===== src/rtl/axi_lite_regfile_strb.sv =====
// AXI4-Lite slave register file with byte strobes, independent AW/W buffering,
// per-register read-only masking and SLVERR on illegal accesses.
module axi_lite_regfile_strb #(
  parameter int unsigned         ADDR_WIDTH = 8,
  parameter int unsigned         DATA_WIDTH = 32,
  parameter int unsigned         NUM_REGS   = 16,
  parameter logic [NUM_REGS-1:0] RO_MASK    = '0
) (
  input  logic                    clk_i,
  input  logic                    reset_i,
  input  logic [ADDR_WIDTH-1:0]   awaddr_i,
  input  logic                    awvalid_i,
  output logic                    awready_o,
  input  logic [DATA_WIDTH-1:0]   wdata_i,
  input  logic [DATA_WIDTH/8-1:0] wstrb_i,
  input  logic                    wvalid_i,
  output logic                    wready_o,
  output logic [1:0]              bresp_o,
  output logic                    bvalid_o,
  input  logic                    bready_i,
  input  logic [ADDR_WIDTH-1:0]   araddr_i,
  input  logic                    arvalid_i,
  output logic                    arready_o,
  output logic [DATA_WIDTH-1:0]   rdata_o,
  output logic [1:0]              rresp_o,
  output logic                    rvalid_o,
  input  logic                    rready_i
);

  localparam int unsigned StrbW = DATA_WIDTH / 8;
  localparam int unsigned OffsW = $clog2(StrbW);
  localparam int unsigned IdxW  = ADDR_WIDTH - OffsW;

  localparam logic [1:0] RespOkay   = 2'b00;
  localparam logic [1:0] RespSlvErr = 2'b10;

  logic [DATA_WIDTH-1:0] regs_q [NUM_REGS];
  logic [DATA_WIDTH-1:0] regs_d [NUM_REGS];

  logic                  aw_full_q, aw_full_d;
  logic [IdxW-1:0]       aw_idx_q, aw_idx_d;
  logic                  w_full_q, w_full_d;
  logic [DATA_WIDTH-1:0] w_data_q, w_data_d;
  logic [StrbW-1:0]      w_strb_q, w_strb_d;
  logic                  bvalid_q, bvalid_d;
  logic [1:0]            bresp_q, bresp_d;
  logic                  rvalid_q, rvalid_d;
  logic [1:0]            rresp_q, rresp_d;
  logic [DATA_WIDTH-1:0] rdata_q, rdata_d;

  logic            aw_hs, w_hs, ar_hs, commit, wr_ok;
  logic [IdxW-1:0] ar_idx;

  // Ready signals depend only on state, never on the matching VALID.
  assign awready_o = !reset_i && !aw_full_q && !bvalid_q;
  assign wready_o  = !reset_i && !w_full_q && !bvalid_q;
  assign arready_o = !reset_i && !rvalid_q;

  assign aw_hs  = awvalid_i && awready_o;
  assign w_hs   = wvalid_i && wready_o;
  assign ar_hs  = arvalid_i && arready_o;
  assign ar_idx = araddr_i[ADDR_WIDTH-1:OffsW];
  assign commit = aw_full_q && w_full_q && !bvalid_q;

  assign bvalid_o = bvalid_q;
  assign bresp_o  = bresp_q;
  assign rvalid_o = rvalid_q;
  assign rresp_o  = rresp_q;
  assign rdata_o  = rdata_q;

  // Write path: buffer AW/W independently, commit strobed bytes when both are held.
  always_comb begin
    aw_full_d = aw_full_q;
    aw_idx_d  = aw_idx_q;
    w_full_d  = w_full_q;
    w_data_d  = w_data_q;
    w_strb_d  = w_strb_q;
    bvalid_d  = bvalid_q;
    bresp_d   = bresp_q;
    regs_d    = regs_q;
    wr_ok     = 1'b0;
    for (int i = 0; i < NUM_REGS; i++) begin
      if (aw_idx_q == IdxW'(i) && !RO_MASK[i]) wr_ok = 1'b1;
    end
    if (aw_hs) begin
      aw_full_d = 1'b1;
      aw_idx_d  = awaddr_i[ADDR_WIDTH-1:OffsW];
    end
    if (w_hs) begin
      w_full_d = 1'b1;
      w_data_d = wdata_i;
      w_strb_d = wstrb_i;
    end
    if (commit) begin
      aw_full_d = 1'b0;
      w_full_d  = 1'b0;
      bvalid_d  = 1'b1;
      bresp_d   = wr_ok ? RespOkay : RespSlvErr;
      for (int i = 0; i < NUM_REGS; i++) begin
        if (wr_ok && aw_idx_q == IdxW'(i)) begin
          for (int k = 0; k < StrbW; k++) begin
            if (w_strb_q[k]) regs_d[i][8*k +: 8] = w_data_q[8*k +: 8];
          end
        end
      end
    end
    if (bvalid_q && bready_i) bvalid_d = 1'b0;
  end

  // Read path: capture the pre-commit register value on the AR handshake.
  always_comb begin
    rvalid_d = rvalid_q;
    rresp_d  = rresp_q;
    rdata_d  = rdata_q;
    if (ar_hs) begin
      rvalid_d = 1'b1;
      rresp_d  = RespSlvErr;
      rdata_d  = '0;
      for (int i = 0; i < NUM_REGS; i++) begin
        if (ar_idx == IdxW'(i)) begin
          rresp_d = RespOkay;
          rdata_d = regs_q[i];
        end
      end
    end else if (rvalid_q && rready_i) begin
      rvalid_d = 1'b0;
    end
  end

  // State registers; reset discards buffered requests and pending responses.
  always_ff @(posedge clk_i or posedge reset_i) begin
    if (reset_i) begin
      regs_q    <= '{default: '0};
      aw_full_q <= 1'b0;
      aw_idx_q  <= '0;
      w_full_q  <= 1'b0;
      w_data_q  <= '0;
      w_strb_q  <= '0;
      bvalid_q  <= 1'b0;
      bresp_q   <= RespOkay;
      rvalid_q  <= 1'b0;
      rresp_q   <= RespOkay;
      rdata_q   <= '0;
    end else begin
      regs_q    <= regs_d;
      aw_full_q <= aw_full_d;
      aw_idx_q  <= aw_idx_d;
      w_full_q  <= w_full_d;
      w_data_q  <= w_data_d;
      w_strb_q  <= w_strb_d;
      bvalid_q  <= bvalid_d;
      bresp_q   <= bresp_d;
      rvalid_q  <= rvalid_d;
      rresp_q   <= rresp_d;
      rdata_q   <= rdata_d;
    end
  end

endmodule


===== config.mk =====
export PLATFORM = sky130hd
export DESIGN_NAME = axi_lite_regfile_strb
export DESIGN_NICKNAME = d
export VERILOG_FILES = /design/src/rtl/axi_lite_regfile_strb.sv
export SDC_FILE = /design/constraint.sdc
export NUM_CORES = 1
export LEC_CHECK = 0
export CAP_MARGIN = 15
export CORE_UTILIZATION = 28
export CTS_CLUSTER_DIAMETER = 80
export CTS_CLUSTER_SIZE = 20
export DETAILED_ROUTE_END_ITERATION = 7
export SKIP_CTS_REPAIR_TIMING = 1
export SYNTH_ARGS = -nofsm -noshare
export SYNTH_HDL_FRONTEND = slang
export SYNTH_SLANG_ARGS = --single-unit

===== constraint.sdc =====
create_clock -name clk_i -period 57.6 [get_ports clk_i]
set_input_delay 11.52 -clock clk_i [delete_from_list [all_inputs] [get_ports clk_i]]
set_output_delay 11.52 -clock clk_i [all_outputs]
set_load 0.005 [all_outputs]

==> reports/qor.yml <==
routing:
  drc: 0
  drt_iter0_drc: 1460
  drtAntennaViolNets: 0
  viasPerCell: 5.20
  vias: 17900
  wire_per_inst_um: 22.6
  drt_wl_total_um: 77900
  drtPass1Iterations: 5
logic_synthesis:
  syn_area_um2: 27600
  postSynthAreaPerCell_um2: 12.8
  synthTopCellsByCount: "592 x dfrtp_1, 568 x mux2_2, 131 x nand2_1"
  yosys_register_bits: 592
  synth_top_area_share: 0.538
  ys_types: 68
  syn_inst: 2145
  synth-main-ff-cell: "dfrtp_1"
  synth_edf_count: 0
  ys_warn_count: 0
  synth_seq_area_share: 0.538
  synth.area.top_cells: "dfrtp_1 54%, mux2_2 23%, mux4_2 3.5%, mux2i_1 2.2%, nand2_1 1.8%"
  yosys.area.top_type: "dfrtp_1"
  yosysMostFrequentCell: "dfrtp_1"
  synth-async-reset-ratio: 1.00
floorplanning:
  die_y_um: 316
  rows: 114
  die_area_um2: 99700
  die_w_um: 316
  core_area_um2: 97100
  num_io_pins: 100
  start_util: 0.284
setup_path:
  reg2reg_to: "regs_q[150]"
  path_max_fanout: 6
  crit_type: "in -> out"
  critPathLaunchType: "primary input"
  reg2reg_from: "bvalid_o"
  r2r_cells: 4
  end_kind: "output pin"
  critPathArrivalTime_ns: 12.94
  worstPathRequired_ns: 46.08
  r2r_setup_slack_ns: 54.43
clock_tree:
  clk_pin_slew_ns: 0.07
  worstSkewPairLatency_ns: 0.57
  cts.sinks: 592
  ctsLongestPathBuffers: 3
  clock-root-buffer: "clkbuf_16"
  numCtsBuffers: 36
  htreeDepth: 2
  cts_tree: "yes"
global_route:
  antenna_found_initial: 0
  grt_overflow: 0
  grt_pass1_wl_um: 119000
  grt_usage: 0.157
  grt_max_degree: 171
  grt_pass1_vias: 17700
worst_hold_path:
  hold_end: "regs_q[384]"
  hp-start: "regs_q[384]"
  hp-class: "reg -> reg"
  holdPathStages: 1
final_layout:
  final_cells: 3444
  nets: 2219
  final_util: 0.317
  n_fill_cell: 9711
  drive_gt1_frac: 0.338
  syn2layout_area_growth_pct: 11.7
  final_area_um2: 30800
sta:
  relSlewSlack: 0.145
  max_freq_mhz: 40.9
  final_hold_viol_count: 0
  fin_crit_sh: 0.425
  period_minus_slack_ns: 24.46
  worst_pin_slew_ns: 1.28
  slew_violations: 0
  finalSetupTns_ns: 0
  report.final.setup_viol: 0
  rsz0062_at_grt: "false"
  fin_worst_skew_ns: 0.0117
flow_run:
  cap_violations: 0
place:
  portBuffers: 93
  dp.cells: 3397
  dpl.hpwl_um: 48700
  placed_area_um2: 29700
  gp_congestion: 0.827
power:
  p_leak_nw: 14.2
  ir_drop_uv: 20.1
  total_power_mw: 1.08
  power_density_nw_per_um2: 35.2
outcome:
  status: "complete, no violations"
[cells by family (layout without fill, tap and decap cells)]
logic type      Yosys count  after routing  share of synthesized area
other cells               1              3                   0.000136
compound gates          357            357                     0.0829
xor+xnor                  1              1                   0.000318
buf+inv                 158            179                     0.0254
mux                     675            675                      0.291
simple gates            361            361                     0.0630
flops                   592            592                      0.538
[stage by stage]
stage	setup slack (ns)	hold slack [ns]
2_1_floorplan	29.51	0.453
3_5_place_dp	33.13	0.475
6_report	33.14	0.488
5_1_grt	33.00	0.500
3_3_place_gp	33.16	0.468
4_1_cts	33.11	0.494
[placed cells by master, fill, tap and decap left out, types with 7 or more instances in the layout]
master,count
mux4_2,43
o31ai_1,17
a211oi_1,15
mux2_2,568
nand2_1,131
a21oi_1,97
and3_1,16
buf_4,32
a31oi_1,14
a2bb2oi_1,8
nand3_1,18
dfrtp_1,592
mux2i_1,60
a21boi_0,9
nor2_1,82
o221ai_1,15
nand2b_1,10
o211ai_1,13
a221o_1,9
or2_2,9
a22oi_1,7
nor3_1,32
nor2_2,15
nor2b_1,7
clkbuf_16,37
o22ai_1,21
o21ai_0,87
clkdlybuf4s50_1,91
nor3b_1,8
[metal layers]
layer | vias to the layer above | track usage | share of wire
met1 | 9401 | 0.228 | 0.46
met4 | 0 | 0.0408 | 0.023
met3 | 97 | 0.0275 | 0.061
met5 | - | 0 | 0
met2 | 508 | 0.240 | 0.45
li1 | 7894 | - | -
[final cells by class]
cell class | count | area, um^2 | area share
diodes | 1 | 2.50 | 0.0000813
clock buffers | 40 | 947 | 0.0308
clock inverters | 5 | 82.6 | 0.00268
inverters | 7 | 33.8 | 0.00110
multi-input cells | 1396 | 12100 | 0.392
flip-flops and latches | 592 | 14800 | 0.481
well taps | 1276 | 1600 | 0.0519
repair buffers | 127 | 1220 | 0.0398
[sequential cells by signal, summed over array words and instances, names as in the netlist]
| name | count |
|---|---|
| aw_full_q | 1 |
| bresp_o | 1 |
| w_strb_q | 4 |
| regs_q | 512 |
| aw_idx_q | 6 |
| w_full_q | 1 |
| w_data_q | 32 |
| rdata_o | 32 |
| rvalid_o | 1 |
| bvalid_o | 1 |
| rresp_o | 1 |
[power by group]
group	switching [mW]	total (mW)	internal (mW)
Clock	0.141	0.268	0.127
Sequential	0.109	0.620	0.511
Combinational	0.0780	0.194	0.116
[worst max-delay path by stage]
stage	start	to	slack, ns	cells past startpoint
2_1_floorplan	reset_i	aw_full_q	29.51	1
3_3_place_gp	reset_i	awready_o	33.16	3
3_5_place_dp	reset_i	wready_o	33.13	3
4_1_cts	reset_i	wready_o	33.11	3
5_1_grt	reset_i	awready_o	33.00	3
6_report	reset_i	wready_o	33.14	3
[critical path: stages]
cell	delay, ns
clkdlybuf4s50_1	0.59
nor3_1	0.28
clkdlybuf4s50_1	0.55
(Power assumes the default switching activity.)
